**src/rtl/grid_pkg.sv**
```systemverilog
// Shared types and helpers for the grid matrix scanner.
// Grid geometry, scan state encoding and a row-slice helper.
package grid_pkg;

  localparam int ROWS   = 8;
  localparam int COLS   = 8;
  localparam int GRID_W = 64;
  localparam int ROW_W  = $clog2(ROWS);

  typedef enum logic {
    BLANK,
    DRIVE
  } scan_state_t;

  function automatic logic [COLS-1:0] row_slice(
    input logic [GRID_W-1:0] g,
    input logic [ROW_W-1:0]  r
  );
    return g[COLS*int'(r) +: COLS];
  endfunction

endpackage

```
**src/rtl/matrix_phase_timer.sv**
```systemverilog
// Loadable down-counter timing one scan phase (row drive or blank).
// Ports: clk, load/load_val (reload), last (final cycle of the phase).
module matrix_phase_timer #(
  parameter int MAX_CYCLES = 1000,
  parameter int CW = (MAX_CYCLES > 1) ? $clog2(MAX_CYCLES) : 1
) (
  input  logic          clk,
  input  logic          load,
  input  logic [CW-1:0] load_val,
  output logic          last
);

  logic [CW-1:0] cnt;

  // load_val is phase length minus one; cnt==0 marks the final cycle
  always_ff @(posedge clk) begin
    if (load) begin
      cnt <= load_val;
    end else if (cnt != '0) begin
      cnt <= cnt - 1'b1;
    end
  end

  assign last = (cnt == '0);

endmodule

```
**src/rtl/grid_matrix_scanner.sv**
```systemverilog
// Double-buffered 8x8 LED matrix scanner fed by the 64-bit grid bus.
// Ports: clk, reset, grid/grid_valid in; row_sel, col_data, frame_start, pending_full out.
module grid_matrix_scanner
  import grid_pkg::*;
#(
  parameter int ROW_CYCLES     = 1000,
  parameter int BLANK_CYCLES   = 16,
  parameter bit ROW_ACTIVE_LOW = 1'b1
) (
  input  logic              clk,
  input  logic              reset,
  input  logic [GRID_W-1:0] grid,
  input  logic              grid_valid,
  output logic [ROWS-1:0]   row_sel,
  output logic [COLS-1:0]   col_data,
  output logic              frame_start,
  output logic              pending_full
);

  localparam int MAXC =
    (ROW_CYCLES > BLANK_CYCLES) ? ROW_CYCLES : BLANK_CYCLES;
  localparam int CW = (MAXC > 1) ? $clog2(MAXC) : 1;
  localparam logic [CW-1:0] ROW_LD   = CW'(ROW_CYCLES - 1);
  localparam logic [CW-1:0] BLANK_LD = CW'(BLANK_CYCLES - 1);
  localparam logic [ROWS-1:0] IDLE =
    ROW_ACTIVE_LOW ? {ROWS{1'b1}} : {ROWS{1'b0}};

  scan_state_t       st, st_n;
  logic [ROW_W-1:0]  row_idx, row_n;
  logic [GRID_W-1:0] disp, disp_n;
  logic [GRID_W-1:0] pend, pend_n;
  logic              pf_n;
  logic [ROWS-1:0]   oh_n, rs_n;
  logic [COLS-1:0]   cd_n;
  logic              fs_n;
  logic              ld, last;
  logic [CW-1:0]     ld_val;

  matrix_phase_timer #(
    .MAX_CYCLES (MAXC),
    .CW         (CW)
  ) u_timer (
    .clk      (clk),
    .load     (ld),
    .load_val (ld_val),
    .last     (last)
  );

  always_comb begin
    st_n   = st;
    row_n  = row_idx;
    disp_n = disp;
    pend_n = pend;
    pf_n   = pending_full;
    ld     = 1'b0;
    ld_val = BLANK_LD;
    case (st)
      BLANK: begin
        if (last) begin
          st_n   = DRIVE;
          ld     = 1'b1;
          ld_val = ROW_LD;
          // frame boundary: only here may the shown image change
          if (row_idx == '0 && pending_full) begin
            disp_n = pend;
            pf_n   = 1'b0;
          end
        end
      end
      DRIVE: begin
        if (last) begin
          st_n   = BLANK;
          ld     = 1'b1;
          ld_val = BLANK_LD;
          row_n  = row_idx + 1'b1;
        end
      end
      default: ;
    endcase
    // a capture on the swap edge waits for the next frame
    if (grid_valid) begin
      pend_n = grid;
      pf_n   = 1'b1;
    end
    if (reset) begin
      ld     = 1'b1;
      ld_val = BLANK_LD;
    end
    oh_n = {{(ROWS-1){1'b0}}, 1'b1} << row_n;
    rs_n = IDLE;
    cd_n = '0;
    if (st_n == DRIVE) begin
      rs_n = ROW_ACTIVE_LOW ? ~oh_n : oh_n;
      cd_n = row_slice(disp_n, row_n);
    end
    fs_n = (st == BLANK) && (st_n == DRIVE) && (row_n == '0);
  end

  always_ff @(posedge clk) begin
    if (reset) begin
      st           <= BLANK;
      row_idx      <= '0;
      disp         <= '0;
      pend         <= '0;
      pending_full <= 1'b0;
      row_sel      <= IDLE;
      col_data     <= '0;
      frame_start  <= 1'b0;
    end else begin
      st           <= st_n;
      row_idx      <= row_n;
      disp         <= disp_n;
      pend         <= pend_n;
      pending_full <= pf_n;
      row_sel      <= rs_n;
      col_data     <= cd_n;
      frame_start  <= fs_n;
    end
  end

endmodule

```
**config.mk**
```make
export PLATFORM = sky130hd
export DESIGN_NAME = grid_matrix_scanner
export DESIGN_NICKNAME = d
export VERILOG_FILES = /design/src/rtl/grid_pkg.sv /design/src/rtl/matrix_phase_timer.sv /design/src/rtl/grid_matrix_scanner.sv
export SDC_FILE = /design/constraint.sdc
export NUM_CORES = 1
export LEC_CHECK = 0
export ABC_AREA = 1
export ABC_CLOCK_PERIOD_IN_PS = 4400
export CAP_MARGIN = 0
export CORE_MARGIN = 2
export CORE_UTILIZATION = 46
export DETAILED_ROUTE_END_ITERATION = 16
export DONT_BUFFER_PORTS = 1
export RECOVER_POWER = 50
export SETUP_SLACK_MARGIN = 0.05
export SYNTH_ARGS = -nofsm -noshare
export SYNTH_HDL_FRONTEND = slang
export SYNTH_HIERARCHICAL = 1
export SYNTH_SLANG_ARGS = --single-unit
```
**constraint.sdc**
```tcl
create_clock -name clk -period 4.4 [get_ports clk]
set_input_delay 0.22 -clock clk [delete_from_list [all_inputs] [get_ports clk]]
set_output_delay 0.22 -clock clk [all_outputs]
set_load 0.05 [all_outputs]
```
After elaboration in Yosys (flattened, before gate mapping)
Index checks and enable logic that the tools add are counted.
W data, S select, Z words.
{"block": "word_totals", "elab_cells": 47, "out_inout_bits": 18, "in_bits": 67, "regBits": 160}
{"block": "classes", "n_addsub": 2, "bitwise": 3, "reduce_logical": 12, "eq_ne": 1, "mux": 18, "shifts": 2}
{"cell": "$mux W64", "n": 3}
{"cell": "$shiftx A64 B7 Y8", "n": 1}
{"cell": "$mux W10", "n": 4}
{"cell": "$pmux W10 S2", "n": 1}
{"cell": "$logic_not A10 Y1", "n": 1}
{"cell": "$reduce_bool A10 Y1", "n": 1}
{"cell": "$sub A10 B1 Y10 const B", "n": 1}
{"cell": "$not A8 Y8", "n": 1}
{"cell": "$shl A1 B3 Y8 const A", "n": 1}
{"cell": "$mux W1", "n": 7}
{"cell": "$logic_not A3 Y1", "n": 2}
{"cell": "$mux W3", "n": 2}
{"cell": "$reduce_bool A2 Y1", "n": 3}
{"cell": "$add A3 B1 Y3 const B", "n": 1}
{"cell": "$logic_and A1 B1 Y1", "n": 3}
{"cell": "$reduce_and A3 Y1", "n": 1}
{"cell": "$ne A2 B2 Y1 const B", "n": 1}
{"cell": "$not A1 Y1", "n": 2}
{"cell": "$pmux W1 S2", "n": 1}
{"cell": "$reduce_or A2 Y1", "n": 1}

Longest topological paths before layout
Gate-level depths: netlist of run 1.
{"block": "depth", "word_depth": 6, "ltp_mapped": 17, "depth_no_buf": 15}

Hierarchy
Netlist of run 1, hierarchy kept.
{"module": "grid_matrix_scanner", "n_inst": 1, "cells_per_inst": 897, "seq_area_each_um2": 3002.9, "area_per_inst_um2": 6288.5}
{"module": "matrix_phase_timer", "n_inst": 1, "cells_per_inst": 79, "seq_area_each_um2": 300.3, "area_per_inst_um2": 630.6}

Least setup slack after synthesis of run 1
OpenSTA, ideal clock, no wires.
{"block": "synth_path", "path_type": "flip-flop to flip-flop", "from": "reg u_timer.cnt[0]", "to": "reg col_data[7]", "synth_period_minus_slack_ns": 2.234, "required_ns": 4.284, "setup_slack_ns": 2.166, "stages_incl_launch_ff": 16, "arrival_time_ns": 2.117, "setup_ns": 0.116, "path_buffers": 2, "path_cell_list": "edfxtp_1 -> inv_1 -> ha_1 -> inv_1 -> nor2_2 -> nand4_1 -> nor2_1 -> buf_2 -> nand3_2 -> nor2_8 -> buf_4 -> nand2_1 -> nand3_1 -> nand2_1 -> o21ai_0 -> nand2_1"}
{"block": "synth_between", "elab_chain_len": 5, "elab_cells_between_ends": 11, "cone_classes": "shift: 1; mux: 7; bitwise: 1; reduce/logical: 2"}
{"element": "start, declared", "line": "matrix_phase_timer.sv:13", "source": "logic [CW-1:0] cnt;"}
{"element": "start signal, assigned", "line": "matrix_phase_timer.sv:18", "source": "cnt <= load_val;"}
{"element": "start signal, assigned", "line": "matrix_phase_timer.sv:20", "source": "cnt <= cnt - 1'b1;"}
{"element": "$logic_not A10 Y1 (*)", "line": "matrix_phase_timer.sv:24", "source": "assign last = (cnt == '0);"}
{"element": "via last", "line": "grid_matrix_scanner.sv:36", "source": "logic ld, last;"}
{"element": "parallel branches: the longest is 4 deep, another holds $mux W64"}
{"element": "end signal, assigned", "line": "grid_matrix_scanner.sv:116", "source": "col_data <= cd_n;"}
{"element": "end, declared", "line": "grid_matrix_scanner.sv:15", "source": "output logic [COLS-1:0] col_data,"}
Mark *: on every way through the listed nets, which the timed path passes.
A chain may end at the register's enable or synchronous reset.

Final worst setup path of run 1
{"block": "layout_path", "from": "reg u_timer.cnt[0]", "to": "reg col_data[5]"}
Same word-level chain as after synthesis.

==> flow_summary.ini, run 1 <==
[clock_tree]
cts_tree = done
post_cts_buffers = 0
clk_pin_slew_ns = 0.06
cts_resized = 0
htreeDepth = 4
clock_latency_ns = 0.42
cts_sinks = 160
hold_buffers = 36
clockBufferDepth = 2
cts_root_buf = clkbuf_16
cts_buffers = 17

[cells_and_area]
fin_cells = 1184
nets = 1060
area_delta_synth_final_pct = 13.6
antenna-diode-count = 0
drive_gt1_share_pct = 5.50

[worst_hold_path]
min_path_type = input port to flop

[synth]
seq_area_frac_synth_pct = 47.7
netlist_top_cells_area = dfxtp_1 (43%), nand2_1 (15%), inv_1 (7.9%)
synth_fa_ha_area_share_pct = 0.904
synth_top_family_by_area = simple AND/OR/NAND/NOR gates
synth-edff-count = 10
ys_ff_latch = 160
ys.warnings.count = 6
synthMuxAreaShare_pct = 0
synth_compound_area_share_pct = 11.0
yosys.area.top_type = dfxtp_1
synth_area_sq_um = 6920
synthCells = 976
ys_types = 29
synth_area_per_cell_sq_um = 7.09
yosysMostFrequentCell = nand2_1
synth-simple-area-share_pct = 27.8
async_reset_ff_share_pct = 0
ys_top_cells_by_count = nand2_1 (272), dfxtp_1 (150), inv_1 (146)
yosysTopAreaCellShare_pct = 43.4
synth_xor_xnor_area_share_pct = 0.253
synth-main-ff-cell = dfxtp_1

[placement]
port_buffers = 0
gp_congestion = 0.836
dp_cells = 1117
hpwl_microns = 9990

[global_routing]
track_usage_pct = 19.9
grt_pass1_vias = 5218
grt_pass1_wl_microns = 25300
grt_start_max_net_pins = 71
grt_antenna_before_repair = 0
overflow = 0

[drt]
routed_wl_microns = 15400
drc = 0
drt_iter0_drc = 405
vias_per_cell = 4.79
num_vias = 5668
post_drt_wl_per_cell_microns = 13.0
ant_nets = 0
drt_first_pass_iters = 4

[worst_setup_path]
cp-end-kind = flop
crit_chain = inv_1 > ha_1 > inv_1 > nor2_1 > nand4_1 > nor2_1 > clkbuf_1 > nand2_1 > inv_1 > nand3_1 > nand2_1 > inv_1 > nor3_2 > o21ai_1 > nand2_1
cpLargestDelayFamily = simple AND/OR/NAND/NOR gates
crit_top_cell = inv_1
crit_buf_inv = 5
max_stage_delay_ns = 0.70
r2r_setup_slack_ns = 1.08
crit_required_ns = 4.76
crit_type = flop to flop
cpMaxStageDelayCell = nor3_2
critical_path_arrival_ns = 3.68
cp-start-kind = flop
worst-path-max-fanout = 12

[run_status]
violations = capacitance limit, slew limit
status = complete, but fails checks

[timing]
relSlewSlack_pct = -25.8
fin_tns_setup_ns = 0
slew_violations = 118
rsz0062_at_grt = false
hold_viol_final = 0
worstMarginPinSlew_ns = 1.88
min_period_over_period_pct = 75.5
fmax_ghz = 0.301
skew_ns = 0.00828
fin_crit_ns = 3.32
setup_viol = 0

[job]
maxCapViolations = 2

[floorplan]
start_util_pct = 47.4
dieArea_sq_um = 16000
coreArea_sq_um = 14600
die_width_microns = 127
die_y_microns = 127
row_count = 44
ioPinCount = 85

[power_and_ir_drop]
leakage_uw = 0.00350
power_density_nw_per_um2 = 407
ir_drop_v = 0.000284
path summary, 6_finish.rpt:
kind,start,end,cells after the start
worst max-delay path,u_timer/cnt[0],col_data[5],15
worst min-delay path,grid[34],pend[34],2
worst max register to register,u_timer/cnt[0],col_data[5],15
worst min register to register,pend[25],pend[25],2
sequential cells by signal (all words and copies together) (netlist names):
name and count:
u_timer/cnt 10, pending_full 1, col_data 8, disp 64, row_idx 3, pend 64
st 1, row_sel 8, frame_start 1
where the power goes:
group          internal (uW)  total [uW]  switching (uW)
registers               1520        1550            26.1
logic                   74.8         206             131
clock network            876        1450             570
cells by family (layout without fill, tap and decap cells):
| kind of cell | after synthesis | count (layout) |
|---|---|---|
| adders and majority gates | 5 | 5 |
| AOI/OAI and AO/OA | 152 | 152 |
| other | 2 | 4 |
| DFF | 160 | 160 |
| xor gates and xnor gates | 2 | 2 |
| and+or+nand+nor | 456 | 456 |
| buffers and inverters | 199 | 221 |
layer usage:
metal | vias to the layer above | GRT usage, % | wire, microns
met5 | - | 0 | 0
met4 | 0 | 6.53 | 267
met3 | 20 | 4.72 | 627
met2 | 102 | 30.9 | 6970
met1 | 2519 | 27.3 | 7550
li1 | 3027 | - | -
per-stage QoR:
stage	worst slack [ns]	total power, uW	hold WS (ns)	area [sq um]	utilization (%)
2_1_floorplan	2.17	1720	0.413	6930	-
3_3_place_gp	1.58	1750	0.303	6920	47.4
3_5_place_dp	1.53	1750	0.306	6920	47.4
4_1_cts	1.51	3230	0.00116	7880	54.0
5_1_grt	0.677	3330	0.0109	7860	53.9
6_report	1.08	3200	0.0102	7860	53.9
placed cells by master (no fill, tap or decap), types with 2 or more instances in the layout:
master and count:
o21ai_1 16, o21ai_0 69, a21oi_1 66, nand2_1 273
nor3_2 2, conb_1 4, nor2_1 85, nand2_2 6
clkbuf_1 4, clkbuf_16 17, inv_1 146, clkinvlp_4 2
nor2_2 2, ha_1 5, clkbuf_8 3, nand3_1 76
nand3_2 2, clkinv_2 3, edfxtp_1 10, bufinv_16 2
dfxtp_1 150, buf_4 2, dlygate4sd3_1 35, nor2_4 6
xor2_1 2
area by class of cell:
type,instances,area (sq um)
clock inverters,9,108
inverters,149,563
multi-input cells,619,2780
well taps,184,230
repair buffers,41,405
fillers,1452,6730
clock buffers,22,474
flip-flops and latches,160,3300
worst register-to-register path, delay by kind of cell (launching register included):
kind	cells	cell delay [ns]
and+or+nand+nor	8	1.65
adders and majority gates	1	0.19
buffers and inverters	5	0.73
DFF	1	0.39
AOI/OAI and AO/OA	1	0.28
Note: power is estimated with default switching activity, not from simulation.
==> run 2, diff against run 1 <==
--- a/config.mk
+++ b/config.mk
@@ -6,7 +6,7 @@
 export NUM_CORES = 1
 export LEC_CHECK = 0
 export ABC_AREA = 1
-export ABC_CLOCK_PERIOD_IN_PS = 4400
+export ABC_CLOCK_PERIOD_IN_PS = 2950
 export CAP_MARGIN = 0
 export CORE_MARGIN = 2
 export CORE_UTILIZATION = 46
==> constraint.sdc (replaced) <==
create_clock -name clk -period 2.95 [get_ports clk]
set_input_delay 0.1475 -clock clk [delete_from_list [all_inputs] [get_ports clk]]
set_output_delay 0.1475 -clock clk [all_outputs]
set_load 0.05 [all_outputs]
==> flow_summary.ini, run 2 (same netlist as run 1, synthesis figures left out) <==
[run_status]
status = finished, final reports clean

[clock_tree]
clk_pin_slew_ns = 0.06
cts_tree = done
cts_sinks = 160
htreeDepth = 4
cts_buffers = 17
cts_resized = 0
cts_root_buf = clkbuf_16
clockBufferDepth = 2
clock_latency_ns = 0.43

[global_routing]
grt_pass1_wl_microns = 26000
grt_antenna_before_repair = 0
use_met3_pct = 4.56
grt_use_met1_pct = 27.7
groute.layer.met2.usage_pct = 32.3
grt_start_max_net_pins = 72
track_usage_pct = 20.6
grt_pass1_vias = 5300
grt_busiest_layer = met2
overflow = 0

[timing]
rsz0062_at_grt = false
skew_ns = 0.00933
relSlewSlack_pct = 1.93
layout_setup_ws_ns = 0.410
fin_tns_setup_ns = 0
fmax_ghz = 0.394
worstMarginPinSlew_ns = 1.47
slew_violations = 0
hold_viol_final = 0
fin_crit_ns = 2.54
setup_viol = 0
min_period_over_period_pct = 86.1

[placement]
port_buffers = 0
gp_congestion = 0.794
pre_cts_ws_ns = 0.386
hpwl_microns = 10400

[drt]
vias_per_cell = 4.74
drt_first_pass_iters = 5
ant_nets = 0
num_vias = 5782
routed_wl_microns = 15900
post_drt_wl_per_cell_microns = 13.0
drt_iter0_drc = 456
drc = 0

[worst_setup_path]
critical_path_arrival_ns = 2.91
cp-end-kind = flop
crit_type = flop to flop
cp-start-kind = flop
crit_required_ns = 3.32
worst-path-max-fanout = 18

[cells_and_area]
top_regs = disp x64, pend x64, u_timer/cnt x10
antenna-diode-count = 0
nets = 1096
mostFrequentLayoutCell = nand2_1
layout_common_cells = nand2_1 (272), dfxtp_1 (150), inv_1 (146), nor2_1 (84), nand3_1 (77)
drive_gt1_share_pct = 6.17
fill_cells = 1367
area_delta_synth_final_pct = 19.0

[power_and_ir_drop]
p_comb_share_pct = 7.1
ir_drop_v = 0.000454
power_frac_seq_pct = 48.6
power.switching_uw = 1100
p_sw_share_pct = 23.1
p_int_uw = 3660
power_density_nw_per_um2 = 578
p_clk_share_pct = 44.3
leakage_uw = 0.00367

[floorplan]
coreArea_sq_um = 14600
ioPinCount = 85
die_width_microns = 127
die_y_microns = 127
start_util_pct = 47.4
dieArea_sq_um = 16000
row_count = 44

[worst_hold_path]
min_path_type = input port to flop

[job]
maxCapViolations = 0
[run 2: changes by cell type in the layout (fill, tap and decap cells not counted), sizes merged]
cell         previous run  this run
bufinv                  2         1
clkbuf                 25        27
dlygate4sd3            35        64
buf                     3        10
[run 2: area by class of cell]
cell class                      instances  area [sq um]  share of cell area (%)
Clock buffer                           24           492                    5.97
Clock inverter                          8          78.8                   0.958
Inverter                              149           563                    6.84
Multi-Input combinational cell        619          2780                    33.7
Sequential cell                       160          3300                    40.1
Tap cell                              184           230                    2.80
Timing Repair Buffer                   77           786                    9.55
[run 2: power groups by stage]
stage | clock network (uW) | registers, uW | logic [uW]
floorplan | 0 | 2350 | 217
global placement | 0 | 2360 | 250
detailed placement | 0 | 2360 | 255
CTS | 2150 | 2310 | 340
global route | 2230 | 2320 | 389
finish | 2110 | 2310 | 336
[run 2: worst paths after layout]
check	from	endpoint	slack [ns]	cells after the start
setup / recovery	u_timer/cnt[0]	col_data[7]	0.41	15
hold / removal	reset	row_sel[6]	0.03	3
setup reg to reg	u_timer/cnt[0]	col_data[7]	0.41	15
hold reg to reg	pend[47]	pend[47]	0.46	2
[run 2: metrics by stage]
step	power, uW	std cells	util, %	hold WS, ns	area (sq um)
final	4760	1221	56.4	0.0339	8230
after global routing	4940	1221	56.4	0.0425	8230
after CTS	4800	1218	56.4	0.0151	8240
after floorplan	2570	978	-	0.341	6930
after global placement	2610	1121	48.0	0.231	7000
after detailed placement	2610	1121	48.0	0.232	7000
[run 2: worst max-delay path: stages, from the launching register on]
cell and delay [ns]:
edfxtp_1 0.37, inv_1 0.09, ha_1 0.18, inv_1 0.07, nor2_2 0.12, nand4_1 0.11
nor2_1 0.17, buf_4 0.20, nand2_2 0.09, nand2_1 0.09, nand2_2 0.09, nor2_4 0.39
nand3_1 0.15, nand2_1 0.12, o21ai_0 0.12, nand2_1 0.08
[run 2: routing by layer]
metal	wire length [microns]	part of all wire, %	up-vias
met3	717	4.5	25
met4	298	1.9	0
met1	7720	49	2524
met2	7160	45	116
met5	0	0	-
li1	-	-	3117
[run 2: repair_timing]
item | in CTS | in global routing
buffers inserted | 0 | 3
endpoints found under the hold margin | 136 | 0
hold buffers | 65 | 0
setup endpoints to repair | 0 | 2
==> run 3, diff against run 2 <==
--- a/config.mk
+++ b/config.mk
@@ -5,7 +5,7 @@
 export SDC_FILE = /design/constraint.sdc
 export NUM_CORES = 1
 export LEC_CHECK = 0
-export ABC_AREA = 1
+export ABC_AREA = 0
 export ABC_CLOCK_PERIOD_IN_PS = 2950
 export CAP_MARGIN = 0
 export CORE_MARGIN = 2
==> flow_summary.ini, run 3 <==
[drt]
ant_nets = 0
routed_wl_microns = 16000
drc = 0
num_vias = 4735
vias_per_cell = 5.17
post_drt_wl_per_cell_microns = 17.5
drt_iter0_drc = 341
drt_first_pass_iters = 4

[floorplan]
coreArea_sq_um = 12800
die_y_microns = 119
ioPinCount = 85
dieArea_sq_um = 14100
die_width_microns = 119
start_util_pct = 47.5
row_count = 41

[worst_setup_path]
reg2reg_to = col_data[1]
crit_start = u_timer/cnt[1]
cp-start-kind = flop
cp-end-kind = flop
critical_path_arrival_ns = 3.48
worstRegToRegCells = 12
crit_end = col_data[1]
r2r-start = u_timer/cnt[1]
r2r_setup_slack_ns = -0.24
worst-path-max-fanout = 10
crit_required_ns = 3.24
crit_type = flop to flop

[worst_hold_path]
min_path_type = input port to flop

[global_routing]
use_met3_pct = 5.99
track_usage_pct = 23.2
grt_start_max_net_pins = 133
overflow = 0
grt_antenna_before_repair = 0
groute.layer.met2.usage_pct = 39.4
grt_busiest_layer = met2
grt_pass1_wl_microns = 25400
grt_use_met1_pct = 29.5
grt_pass1_vias = 4876

[cells_and_area]
nets = 803
mostFrequentLayoutCell = dfxtp_1
antenna-diode-count = 0
drive_gt1_share_pct = 19.7
fin_area_sq_um = 8790
layout_common_cells = dfxtp_1 (150), nor2_1 (136), mux2i_1 (107), dlygate4sd3_1 (100), buf_4 (45)
area_delta_synth_final_pct = 44.9
top_regs = disp x64, pend x64, u_timer/cnt x10
utilization_pct = 68.8

[placement]
pre_cts_ws_ns = -0.401
hpwl_microns = 9090
place_area_sq_um = 6540
gp_congestion = 0.834
port_buffers = 0

[synth]
synthMuxAreaShare_pct = 21.8
netlist_top_cells_area = dfxtp_1 (49%), mux2i_1 (22%), nor2_1 (8.5%)
synth-edff-count = 10
synth_top_family_by_area = multiplexers
ys_ff_latch = 160
synth-main-ff-cell = dfxtp_1
ys_types = 39
ys.warnings.count = 6
synth-simple-area-share_pct = 13.3
seq_area_frac_synth_pct = 54.4
synthCells = 575
ys_top_cells_by_count = dfxtp_1 (150), nor2_1 (138), mux2i_1 (132)
synth_compound_area_share_pct = 5.32
yosysTopAreaCellShare_pct = 49.5
synth_area_per_cell_sq_um = 10.6
synth_fa_ha_area_share_pct = 1.03
yosys.area.top_type = dfxtp_1
synth_xor_xnor_area_share_pct = 0.701
async_reset_ff_share_pct = 0
yosysMostFrequentCell = dfxtp_1
synth_area_sq_um = 6070

[clock_tree]
clk_pin_slew_ns = 0.06
cts_sinks = 160
cts_tree = done
cts_buffers = 17
clockBufferDepth = 2
clock_latency_ns = 0.42
cts_root_buf = clkbuf_16
htreeDepth = 4

[timing]
relSlewSlack_pct = 61.7
fin_tns_setup_ns = -1.83
worstMarginPinSlew_ns = 0.574
slew_violations = 0
layout_setup_ws_ns = -0.244
skew_ns = 0.00692
rsz0062_at_grt = true
hold_viol_final = 0
fmax_ghz = 0.313
setup_viol = 8
fin_crit_ns = 3.19
min_period_over_period_pct = 108

[power_and_ir_drop]
power_density_nw_per_um2 = 563
p_sw_share_pct = 21.2
power.switching_uw = 1050
leakage_uw = 0.00385
ir_drop_v = 0.000469
p_clk_share_pct = 46.1
p_int_uw = 3900
p_comb_share_pct = 7.2
power_frac_seq_pct = 46.8

[run_status]
status = complete, but fails checks
violations = setup timing

[job]
maxCapViolations = 0
==> run 3: timing repair <==
action | 4_1_cts | 5_1_grt
hold buffers | 102 | 0
endpoints found under the setup margin | 9 | 20
gates resized for setup | 42 | 31
gates cloned | 5 | 1
pin swaps | 7 | 2
hold endpoints to repair | 133 | 0
setup buffers | 10 | 0
==> run 3: metal layers <==
| metal | vias up | part of all wire, % |
|---|---|---|
| li1 | 2317 | - |
| met1 | 2286 | 44 |
| met2 | 112 | 50 |
| met3 | 20 | 4.7 |
| met4 | 0 | 1.4 |
| met5 | - | 0 |
==> run 3: logic make-up (layout without fill, tap and decap cells) <==
| family | after synthesis | after routing |
|---|---|---|
| DFF | 160 | 160 |
| xor gates and xnor gates | 4 | 5 |
| adders and majority gates | 5 | 5 |
| and+or+nand+nor | 181 | 181 |
| AOI/OAI and AO/OA | 51 | 51 |
| buffers and inverters | 40 | 205 |
| other | 2 | 4 |
| muxes | 132 | 132 |
==> run 3: worst min-delay path by stage <==
stage	cells after the start	end	startpoint	slack [ns]
6_report	2	frame_start	reset	0.03
3_3_place_gp	1	pend[25]	reset	0.23
2_1_floorplan	2	pend[0]	grid[0]	0.29
4_1_cts	2	frame_start	reset	0.01
5_1_grt	2	frame_start	reset	0.05
3_5_place_dp	1	pend[30]	reset	0.23
==> run 3: power by group through the flow <==
| stage | Clock (uW) | Combinational [uW] | Sequential [uW] |
|---|---|---|---|
| floorplan | 0 | 164 | 2340 |
| global placement | 0 | 159 | 2350 |
| detailed placement | 0 | 165 | 2350 |
| CTS | 2310 | 342 | 2310 |
| global route | 2420 | 390 | 2320 |
| finish | 2280 | 355 | 2320 |
==> run 3: per-stage QoR <==
stage	hold slack, ns	cells	power [uW]
floorplan	0.295	577	2500
global placement	0.229	766	2510
detailed placement	0.230	766	2520
CTS	0.0139	914	4960
global route	0.0540	915	5130
finish	0.0320	915	4950
==> run 3: critical path: stages (launching register included) <==
cell	delay (ns)
edfxtp_1	0.39
inv_2	0.09
ha_4	0.13
or4b_4	0.45
or4_4	0.45
nor2_4	0.14
nand4_1	0.12
buf_6	0.16
buf_4	0.16
buf_16	0.16
mux2i_2	0.20
o22ai_1	0.13
or4_1	0.48
==> run 3: area by class of cell <==
cell class / instances / area, sq um
clock buffer: 21 / 450
clock inverter: 10 / 160
fill: 932 / 3980
inverter: 7 / 26.3
multi-input combinational: 378 / 2910
sequential: 160 / 3300
tap: 172 / 215
timing repair buffer: 167 / 1720
